<file path="src/rtl/gpu_cdb_pkg.sv">
// Shared types for the CDB writeback stage: the buffered result entry and source index.
package gpu_cdb_pkg;

    localparam int CDB_NUM_THREADS = 8;
    localparam int CDB_DATA_WIDTH  = 32;
    localparam int CDB_DEPTH       = 4;

    typedef enum logic {
        SRC_ALU  = 1'b0,
        SRC_MULT = 1'b1
    } cdb_src_e;

    typedef struct packed {
        logic [2:0]                                 warp;
        logic [31:0]                                instr;
        logic                                       regwrite;
        logic [4:0]                                 dst;
        logic [1:0]                                 scbid;
        logic [CDB_NUM_THREADS-1:0]                 mask;
        logic [CDB_NUM_THREADS*CDB_DATA_WIDTH-1:0]  data;
    } cdb_entry_t;

endpackage

</file>
<file path="src/rtl/cdb_fifo.sv">
// Per-source result FIFO; almost_full is registered and asserts at DEPTH-1 entries.
module cdb_fifo import gpu_cdb_pkg::*; #(
    parameter int  DEPTH = CDB_DEPTH,
    parameter type T     = cdb_entry_t
) (
    input  logic                     clk,
    input  logic                     rst,
    input  logic                     i_push,
    input  logic                     i_pop,
    input  T                         i_data,
    output T                         o_head,
    output logic [$clog2(DEPTH):0]   o_count,
    output logic                     o_full,
    output logic                     o_almost_full
);

    localparam int PW = $clog2(DEPTH);
    localparam int CW = PW + 1;

    T               r_mem [DEPTH];
    logic [PW-1:0]  r_wr_ptr;
    logic [PW-1:0]  r_rd_ptr;
    logic [CW-1:0]  r_count;
    logic [CW-1:0]  w_count_next;
    logic           r_almost_full;
    logic           w_push_ok;
    logic           w_pop_ok;

    assign o_full    = (r_count == CW'(DEPTH));
    assign w_pop_ok  = i_pop && (r_count != '0);
    // A full FIFO still accepts when its head leaves in the same cycle.
    assign w_push_ok = i_push && (!o_full || w_pop_ok);

    always_comb begin
        w_count_next = r_count;
        if (w_push_ok && !w_pop_ok) begin
            w_count_next = r_count + 1'b1;
        end else if (!w_push_ok && w_pop_ok) begin
            w_count_next = r_count - 1'b1;
        end
    end

    always_ff @(posedge clk or posedge rst) begin
        if (rst) begin
            r_wr_ptr      <= '0;
            r_rd_ptr      <= '0;
            r_count       <= '0;
            r_almost_full <= 1'b0;
        end else begin
            if (w_push_ok) r_wr_ptr <= r_wr_ptr + 1'b1;
            if (w_pop_ok)  r_rd_ptr <= r_rd_ptr + 1'b1;
            r_count       <= w_count_next;
            r_almost_full <= (w_count_next >= CW'(DEPTH - 1));
        end
    end

    always_ff @(posedge clk) begin
        if (w_push_ok) r_mem[r_wr_ptr] <= i_data;
    end

    assign o_head        = r_mem[r_rd_ptr];
    assign o_count       = r_count;
    assign o_almost_full = r_almost_full;

endmodule

</file>
<file path="src/rtl/cdb_writeback.sv">
// CDB writeback: two source FIFOs, round-robin arbiter, registered broadcast and sticky overflow.
// Define CDB_BYPASS_EN to let an empty, winning source go straight to the output register.
module cdb_writeback import gpu_cdb_pkg::*; #(
    parameter int NUM_THREADS = CDB_NUM_THREADS,
    parameter int DATA_WIDTH  = CDB_DATA_WIDTH,
    parameter int DEPTH       = CDB_DEPTH
) (
    input  logic                              clk,
    input  logic                              rst,
    input  logic                              Valid_ALU_CDB,
    input  logic [2:0]                        WarpID_ALU_CDB,
    input  logic [31:0]                       Instr_ALU_CDB,
    input  logic                              RegWrite_ALU_CDB,
    input  logic [4:0]                        Dst_ALU_CDB,
    input  logic [1:0]                        ScbID_ALU_CDB,
    input  logic [NUM_THREADS-1:0]            ActiveMask_ALU_CDB,
    input  logic [NUM_THREADS*DATA_WIDTH-1:0] Dst_Data_ALU_CDB,
    input  logic                              Valid_MULT_CDB,
    input  logic [2:0]                        WarpID_MULT_CDB,
    input  logic [31:0]                       Instr_MULT_CDB,
    input  logic                              RegWrite_MULT_CDB,
    input  logic [4:0]                        Dst_MULT_CDB,
    input  logic [1:0]                        ScbID_MULT_CDB,
    input  logic [NUM_THREADS-1:0]            ActiveMask_MULT_CDB,
    input  logic [NUM_THREADS*DATA_WIDTH-1:0] Dst_Data_MULT_CDB,
    output logic                              Full_CDB_ALU,
    output logic                              Full_CDB_MULT,
    output logic                              Valid_CDB,
    output logic [2:0]                        WarpID_CDB,
    output logic [31:0]                       Instr_CDB,
    output logic                              RegWrite_CDB,
    output logic [4:0]                        Dst_CDB,
    output logic [NUM_THREADS-1:0]            ActiveMask_CDB,
    output logic [NUM_THREADS*DATA_WIDTH-1:0] Dst_Data_CDB,
    output logic                              Clear_Valid_CDB_Scb,
    output logic [2:0]                        Clear_WarpID_CDB_Scb,
    output logic [1:0]                        Clear_ScbID_CDB_Scb,
    output logic                              Overflow_CDB
);

    cdb_entry_t               w_in_alu;
    cdb_entry_t               w_in_mult;
    cdb_entry_t               w_head_alu;
    cdb_entry_t               w_head_mult;
    cdb_entry_t               w_out_next;
    cdb_entry_t               r_out;
    logic [$clog2(DEPTH):0]   w_count_alu;
    logic [$clog2(DEPTH):0]   w_count_mult;
    logic                     w_full_alu;
    logic                     w_full_mult;
    logic                     w_afull_alu;
    logic                     w_afull_mult;
    logic                     w_empty_alu;
    logic                     w_empty_mult;
    logic                     w_req_alu;
    logic                     w_req_mult;
    logic                     w_grant_valid;
    cdb_src_e                 w_grant;
    cdb_src_e                 r_last_grant;
    logic                     w_byp_alu;
    logic                     w_byp_mult;
    logic                     w_pop_alu;
    logic                     w_pop_mult;
    logic                     w_push_alu;
    logic                     w_push_mult;
    logic                     w_drop;
    logic                     r_valid;
    logic                     r_overflow;

    assign w_in_alu = '{warp: WarpID_ALU_CDB, instr: Instr_ALU_CDB, regwrite: RegWrite_ALU_CDB,
                        dst: Dst_ALU_CDB, scbid: ScbID_ALU_CDB, mask: ActiveMask_ALU_CDB,
                        data: Dst_Data_ALU_CDB};
    assign w_in_mult = '{warp: WarpID_MULT_CDB, instr: Instr_MULT_CDB, regwrite: RegWrite_MULT_CDB,
                         dst: Dst_MULT_CDB, scbid: ScbID_MULT_CDB, mask: ActiveMask_MULT_CDB,
                         data: Dst_Data_MULT_CDB};

    assign w_empty_alu  = (w_count_alu == '0);
    assign w_empty_mult = (w_count_mult == '0);

    always_comb begin
        w_req_alu  = !w_empty_alu;
        w_req_mult = !w_empty_mult;
`ifdef CDB_BYPASS_EN
        w_req_alu  = w_req_alu || Valid_ALU_CDB;
        w_req_mult = w_req_mult || Valid_MULT_CDB;
`endif
        w_grant = SRC_ALU;
        if (w_req_alu && w_req_mult) begin
            w_grant = (r_last_grant == SRC_ALU) ? SRC_MULT : SRC_ALU;
        end else if (w_req_mult) begin
            w_grant = SRC_MULT;
        end
        w_grant_valid = w_req_alu || w_req_mult;

        // A granted source with an empty FIFO can only be a bypass request.
        w_byp_alu   = w_grant_valid && (w_grant == SRC_ALU) && w_empty_alu;
        w_byp_mult  = w_grant_valid && (w_grant == SRC_MULT) && w_empty_mult;
        w_pop_alu   = w_grant_valid && (w_grant == SRC_ALU) && !w_empty_alu;
        w_pop_mult  = w_grant_valid && (w_grant == SRC_MULT) && !w_empty_mult;
        w_push_alu  = Valid_ALU_CDB && !w_byp_alu;
        w_push_mult = Valid_MULT_CDB && !w_byp_mult;

        w_out_next = r_out;
        if (w_grant_valid) begin
            if (w_grant == SRC_ALU) begin
                w_out_next = w_byp_alu ? w_in_alu : w_head_alu;
            end else begin
                w_out_next = w_byp_mult ? w_in_mult : w_head_mult;
            end
        end

        w_drop = (w_push_alu && w_full_alu && !w_pop_alu) ||
                 (w_push_mult && w_full_mult && !w_pop_mult);
    end

    cdb_fifo #(.DEPTH(DEPTH), .T(cdb_entry_t)) u_fifo_alu (
        .clk           (clk),
        .rst           (rst),
        .i_push        (w_push_alu),
        .i_pop         (w_pop_alu),
        .i_data        (w_in_alu),
        .o_head        (w_head_alu),
        .o_count       (w_count_alu),
        .o_full        (w_full_alu),
        .o_almost_full (w_afull_alu)
    );

    cdb_fifo #(.DEPTH(DEPTH), .T(cdb_entry_t)) u_fifo_mult (
        .clk           (clk),
        .rst           (rst),
        .i_push        (w_push_mult),
        .i_pop         (w_pop_mult),
        .i_data        (w_in_mult),
        .o_head        (w_head_mult),
        .o_count       (w_count_mult),
        .o_full        (w_full_mult),
        .o_almost_full (w_afull_mult)
    );

    // The pointer only moves when both sources actually competed.
    always_ff @(posedge clk or posedge rst) begin
        if (rst) begin
            r_valid      <= 1'b0;
            r_out        <= '0;
            r_last_grant <= SRC_MULT;
            r_overflow   <= 1'b0;
        end else begin
            r_valid <= w_grant_valid;
            r_out   <= w_out_next;
            if (w_req_alu && w_req_mult) r_last_grant <= w_grant;
            if (w_drop) r_overflow <= 1'b1;
        end
    end

    assign Full_CDB_ALU         = w_afull_alu;
    assign Full_CDB_MULT        = w_afull_mult;
    assign Valid_CDB            = r_valid;
    assign WarpID_CDB           = r_out.warp;
    assign Instr_CDB            = r_out.instr;
    assign RegWrite_CDB         = r_out.regwrite;
    assign Dst_CDB              = r_out.dst;
    assign ActiveMask_CDB       = r_out.mask;
    assign Dst_Data_CDB         = r_out.data;
    assign Clear_Valid_CDB_Scb  = r_valid;
    assign Clear_WarpID_CDB_Scb = r_out.warp;
    assign Clear_ScbID_CDB_Scb  = r_out.scbid;
    assign Overflow_CDB         = r_overflow;

endmodule

</file>
<file path="config.mk">
export PLATFORM = sky130hd
export DESIGN_NAME = cdb_writeback
export DESIGN_NICKNAME = d
export VERILOG_FILES = /design/src/rtl/gpu_cdb_pkg.sv /design/src/rtl/cdb_fifo.sv /design/src/rtl/cdb_writeback.sv
export SDC_FILE = /design/constraint.sdc
export NUM_CORES = 2
export LEC_CHECK = 0
export CORE_ASPECT_RATIO = 0.8
export CORE_MARGIN = 2
export CORE_UTILIZATION = 55
export DETAILED_ROUTE_END_ITERATION = 6
export GPL_TIMING_DRIVEN = 0
export MAX_ROUTING_LAYER = met4
export PLACE_DENSITY_LB_ADDON = 0.3
export SLEW_MARGIN = 15
export SYNTH_ARGS = -nofsm -noshare
export SYNTH_HDL_FRONTEND = slang
export SYNTH_HIERARCHICAL = 1
export SYNTH_SLANG_ARGS = --single-unit
</file>
<file path="constraint.sdc">
create_clock -name clk -period 17.2 [get_ports clk]
set_input_delay 2.58 -clock clk [delete_from_list [all_inputs] [get_ports clk]]
set_output_delay 2.58 -clock clk [all_outputs]
set_load 0.02 [all_outputs]
</file>
Yosys cells after proc, flatten, opt, wreduce, memory -nomap -nowiden
Memories as Yosys holds them, arrays and structs flattened.
Cells that the tools add are included.
Storage, ports and cells
  register bits after elaboration: 326
  latch bits: 0
  memory bits (writable): 2456
  bits in read-only memories: 0
  input port bits: 618
  output and inout port bits: 315
  word-level logic and storage cells: 88
  memories: 2
Operators by class
  add/subtract/negate cells: 8
  multipliers: 0
  divide/modulo/power cells: 0
  order comparisons: 2
  equality and inequality tests: 2
  shift-type cells: 0
  muxes and demuxes: 14
  bitwise gates (word level): 1
  reduce and logical (&&, ||, !) cells: 41
Memory list
  u_fifo_alu.r_mem: words 4, bits a word 307, read ports 1, clocked after memory_dff 0, wr ports 1, line cdb_fifo.sv:20  | T r_mem [DEPTH];
  u_fifo_mult.r_mem: words 4, bits a word 307, read ports 1, clocked after memory_dff 0, wr ports 1, line cdb_fifo.sv:20
Operators with widths (number)
  two-way mux 307 bit: 3
  logical AND 1 bit: 21
  zero test 1 bit: 12
  two-way mux 3 bit: 4
  adder 2 x 1 -> 2 bit (second input constant): 4
  two-way mux 1 bit: 7
  adder 3 x 1 -> 3 bit (second input constant): 2
  equality test 3 bit (second input constant): 2
  >= comparator 3 x 2 -> 1 bit (second input constant): 2
  zero test 3 bit: 2
  nonzero test 3 bit: 2
  subtractor 3 x 1 -> 3 bit (second input constant): 2
  logical OR 1 bit: 4
  NOT 1 bit: 1

Longest topological paths before layout
  depth after elaboration: 15
  gate-level depth with buffers: 10
  gate-level depth less buffers: 7

By module
Netlist, hierarchy kept.
By module, submodules not included
  cdb_fifo at u_fifo_alu: times used 1, cells each 1671, area an instance 44791.7 sq um, sequential area each 37075.6 sq um
  cdb_fifo at u_fifo_mult: times used 1, cells each 1671, area an instance 44790.5 sq um, sequential area each 37075.6 sq um
  cdb_writeback: times used 1, cells each 1078, area an instance 13883.3 sq um, sequential area each 7758.7 sq um

Worst setup path after synthesis
No wires, ideal clock.
  path kind: input to register
  from: in Valid_ALU_CDB
  to: mem u_fifo_alu/r_mem[0][0] in the netlist's numbering, enable pin
  setup time: 0.709 ns
  data arrival time: 10.173 ns
  required time: 16.491 ns
  path slack: 6.318 ns
  stages: 4
  buffers on the path: 2
  cell sequence: clkbuf_1 > buf_2 > o21a_1 > and2_1
On the way
  cells in the longest elaborated chain, start to end: 4
RTL lines
  from (decl): line cdb_writeback.sv:10  | input logic Valid_ALU_CDB,
  logical AND 1 bit: line cdb_writeback.sv:100  | w_push_alu = Valid_ALU_CDB && !w_byp_alu;
  logical AND 1 bit: line cdb_fifo.sv:32  | assign w_push_ok = i_push && (!o_full || w_pop_ok);
  two-way mux 1 bit: line cdb_fifo.sv:58  | if (w_push_ok) r_mem[r_wr_ptr] <= i_data;
  two-way mux 1 bit (not written as such): line cdb_fifo.sv:58
  to (decl): line cdb_fifo.sv:20
No other way between the ends.

Final worst setup path
  from: in Valid_MULT_CDB
  to: mem u_fifo_mult/r_mem[2][187] in the netlist's numbering, enable pin
On the way
  cells in the longest elaborated chain, start to end: 4
RTL lines
  from (decl): line cdb_writeback.sv:18  | input logic Valid_MULT_CDB,
  logical AND 1 bit: line cdb_writeback.sv:101  | w_push_mult = Valid_MULT_CDB && !w_byp_mult;
  net w_push_mult: line cdb_writeback.sv:65  | logic w_push_mult;
  logical AND 1 bit: line cdb_fifo.sv:32
  two-way mux 1 bit: line cdb_fifo.sv:58
  two-way mux 1 bit (not written as such): line cdb_fifo.sv:58
  to (decl): line cdb_fifo.sv:20
The timed path passes the listed nets, and every way through them passes these cells.

==> run_results.csv <==
group,metric,value,unit
status,outcome,"finished, final reports clean",
setup_path,path_type_of_the_worst_setup_path,"primary input to flip-flop",
final_layout,combined_area_of_the_multi_input_logic_cells,20000,um2
floorplanning,floorplan.core_area,187000,um2
timing,slew_headroom,18.9,%
yosys,synth_seq_cells,2782,
yosys,post_synth_instance_area,103000,um2
clocking,post_cts.repair.setup_buffers,0,
yosys,post_synth_num_cell_types,36,
final_layout,syn_to_final_growth,22.6,%
power_and_ir_drop,cellPowerDensity,187,nW/um2
drt,drt_first_pass_iters,6,
final_layout,utilization,67.8,%
setup_path,cp_max_fo,37,
global_route,grt.overflow.total,0,
final_layout,seq_area,81900,um2
clocking,clock_sink_count,2782,
floorplanning,die-width,489,um
placed_design,gp_routability_congestion,0.839,
timing,fin_crit_sh,29.1,%
setup_path,delay_of_the_slowest_critical_path_stage,510,ps
drt,antenna_violating_nets_post_route,0,
worst_hold_path,hold_class,"flip-flop to flip-flop",
setup_path,critPathRequiredTime,17740,ps
yosys,area_fraction_in_compound_gates_after_synthesis,3.59,%
clocking,htree_levels,5,
global_route,use_met1,37.5,%
timing,grt_setup_unrepaired,"false",
global_route,groute.usage.overall,29.0,%
drt,wl_per_cell,31.7,um
yosys,syn-num-nets,5052,
clocking,worst_skew_pair.late_latency,910,ps
yosys,yosys-mux-area-fraction,13.4,%
setup_path,arrival,5550,ps
timing,worst-slew-pin-transition,1220,ps
yosys,synth_top_family_by_area,"multiplexers",
drt,post-route-drc-count,0,
power_and_ir_drop,peakVddDrop,0.000120,V
clocking,cts.hold.buffers_added,0,
power_and_ir_drop,power.sequential.fraction,40.4,%
drt,vias_per_cell,6.18,
power_and_ir_drop,internal_power,16.4,mW
global_route,grt.busiest_layer,"met2",
placed_design,port_buffers,932,
final_layout,layout.cells.most_common_list,"2456 x edfxtp_1, 932 x clkdlybuf4s50_1, 614 x mux4_2, 325 x dfrtp_1",
floorplanning,num_rows,142,
clocking,worst_setup_hold_path_clk_slew,60,ps
final_layout,final_nets,6335,
drt,routed_wirelength,272000,um
timing,drv_slew,0,
global_route,grt_pass1_vias,53685,
yosys,yosys_warnings,6,
final_layout,filler_cell_count,11571,
setup_path,start_kind,"primary input",
drt,drtIter0Drc,5757,
final_layout,drive_above_1_share,26.5,%
global_route,grtUsageMet3,6.21,%
job,max_cap_violations,0,
clocking,cts_tree,"built",
yosys,postSynth.topFlopCell,"edfxtp_1",
setup_path,worstPathBufferInverterCount,7,
floorplanning,num_io_pins,933,
yosys,yosysSeqAreaShare,79.2,%
floorplanning,die_height,392,um
yosys,post_synth_fa_ha_maj_area_fraction,0.169,%
yosys,syn_avg_cell_area,23.4,um2
power_and_ir_drop,power.switching_fraction,31.2,%
yosys,postSynth.asyncResetShare,11.7,%
timing,report.final.setup_viol,0,
clocking,cts_inserted_buffers,281,
timing,clock-skew-final,58.6,ps
setup_path,worst_setup_path_end_kind,"flip-flop",
global_route,global_route_wire_length_before_repair,382000,um
clocking,cts_root_buf,"clkbuf_16",
global_route,grt_start_max_net_pins,61,
global_route,antenna_violations_before_repair,142,
yosys,synth-edff-count,2456,
yosys,postSynthCellCount,4420,
setup_path,worst_path_dominant_cell_family,"buffers and inverters",
power_and_ir_drop,cellLeakagePower,41.8,nW
drt,route.vias.total,52896,
setup_path,slowest_cp_cell,"clkdlybuf4s50_1",
power_and_ir_drop,power.combinational.fraction,34.8,%
floorplanning,design.die.area,192000,um2
timing,layout_setup_ws,12200,ps
timing,final.min_clock_period,5000,ps
timing,final_hold_viol_count,0,
clocking,cts_buffer_depth,4,
power_and_ir_drop,power.share.clock,24.9,%
yosys,post_synth_and_or_nand_nor_area_fraction,2.13,%
final_layout,layout.cells.most_common,"edfxtp_1",
timing,maxClockFrequency,0.200,GHz
clocking,cts.repair.resized,0,
placed_design,pre_cts_slack,11300,ps
yosys,synth_xor_area_share,0.0931,%
power_and_ir_drop,netSwitchingPower,7.42,mW
floorplanning,initial_utilization,55.3,%
global_route,global_route.usage.met2,43.9,%
placed_design,place.detailed.hpwl,180000,um
timing,setup_total_negative_slack,0,ps
setup_path,crit_path_cell_chain,"clkdlybuf4s50_1, clkbuf_1, buf_2, o21a_1, and2_4, buf_12, buf_16, buf_12, buf_16",
-- stage by stage --
step / hold slack, ps / total power [mW] / area, um2 / std cells
global placement: 462 / 18.4 / 116000 / 7872
finish: 495 / 23.8 / 127000 / 8564
detailed placement: 482 / 18.0 / 118000 / 7940
global route: 519 / 24.7 / 127000 / 8557
CTS: 497 / 23.9 / 127000 / 8433
floorplan: 513 / 15.0 / 103000 / 4420
-- worst paths after layout --
check                                                      from                             endpoint  slack, ps  depth (start not counted)
worst min register to register         Overflow_CDB$_DFFE_PP0P_             Overflow_CDB$_DFFE_PP0P_        500                          1
worst max-delay path                             Valid_MULT_CDB  u_fifo_mult/r_mem[2][187]$_DFFE_PP_      12200                          9
worst max register to register  u_fifo_alu/o_count[1]$_DFF_PP0_  u_fifo_mult/r_mem[2][187]$_DFFE_PP_      12770                         11
min in group asynchronous                                   rst   u_fifo_alu/r_rd_ptr[0]$_DFFE_PP0N_       2170                          2
max in group asynchronous                                   rst        Dst_Data_CDB[166]$_DFFE_PP0N_      13870                          4
worst min-delay path                   Overflow_CDB$_DFFE_PP0P_             Overflow_CDB$_DFFE_PP0P_        500                          1
-- power groups by stage --
stage,logic [mW],clock network [mW],registers (mW)
after floorplan,4.55,0,10.5
after global placement,7.88,0,10.5
after detailed placement,8.28,0,9.71
after CTS,8.33,5.98,9.59
after global routing,8.70,6.25,9.71
final,8.27,5.91,9.60
-- synth_stat cells, types with 3 or more instances --
cell type	number	share of area [%]
edfxtp_1	2456	71
o221a_2	307	3.3
and2_1	10	0.060
buf_4	55	0.40
clkbuf_1	103	0.37
ha_1	14	0.17
dfrtp_1	325	7.9
buf_6	8	0.087
buf_2	117	0.57
o21ai_0	4	0.019
inv_1	14	0.051
mux4_2	614	13
o211ai_1	4	0.029
buf_1	3	0.011
or3_1	307	1.9
xnor2_1	10	0.085
nor3_1	3	0.015
a21oi_1	4	0.019
nor2_1	10	0.036
nand2_1	15	0.054
nand3b_1	6	0.044
a311o_1	3	0.029
o21bai_1	3	0.022
o21a_1	4	0.029
a211o_1	4	0.034
-- metal layers --
metal | routed length (um) | vias to the layer above
li1 | - | 21731
met1 | 102000 | 28024
met2 | 133000 | 2579
met3 | 21900 | 562
met4 | 14600 | 0
met5 | 0 | -
-- sequential cells by signal (all words and copies together) (netlist names) --
name / flops
u_fifo_alu/r_rd_ptr: 2
r_last_grant: 1
Clear_ScbID_CDB_Scb: 2
Clear_WarpID_CDB_Scb: 3
Overflow_CDB: 1
Dst_CDB: 5
u_fifo_mult/r_rd_ptr: 2
u_fifo_mult/r_mem: 1228
u_fifo_alu/r_wr_ptr: 2
u_fifo_mult/o_count: 3
RegWrite_CDB: 1
u_fifo_alu/r_mem: 1228
u_fifo_alu/o_almost_full: 1
u_fifo_alu/o_count: 3
u_fifo_mult/o_almost_full: 1
ActiveMask_CDB: 8
u_fifo_mult/r_wr_ptr: 2
Clear_Valid_CDB_Scb: 1
Dst_Data_CDB: 256
Instr_CDB: 32
-- worst reg2reg max path: stages, from the launching register on --
cell and delay (ps):
dfrtp_1 430, o31a_1 440, buf_6 230, clkbuf_1 270
nor2_1 320, clkbuf_1 400, o21a_1 340, and2_4 480
buf_12 280, buf_16 320, buf_12 280, buf_16 280
-- kinds of logic after synthesis --
group / after synthesis
multiplexers: 614
adder cells (fa/ha/maj): 14
flip-flops: 2782
AND/OR/NAND/NOR: 360
buffers and inverters: 300
XOR/XNOR: 11
AO/OA/AOI/OAI: 339
-- area by class of cell --
cell class                      count  area share [%]
Buffer                            286            1.18
Tap cell                         2520            2.49
Inverter                           14          0.0473
Timing Repair Buffer             1000            8.75
Multi-Input combinational cell   1338            15.8
Sequential cell                  2782            64.6
Clock inverter                     98           0.773
Clock buffer                      395            6.16
Antenna cell                      131           0.258
No activity file was read; power rests on OpenSTA's default activity.
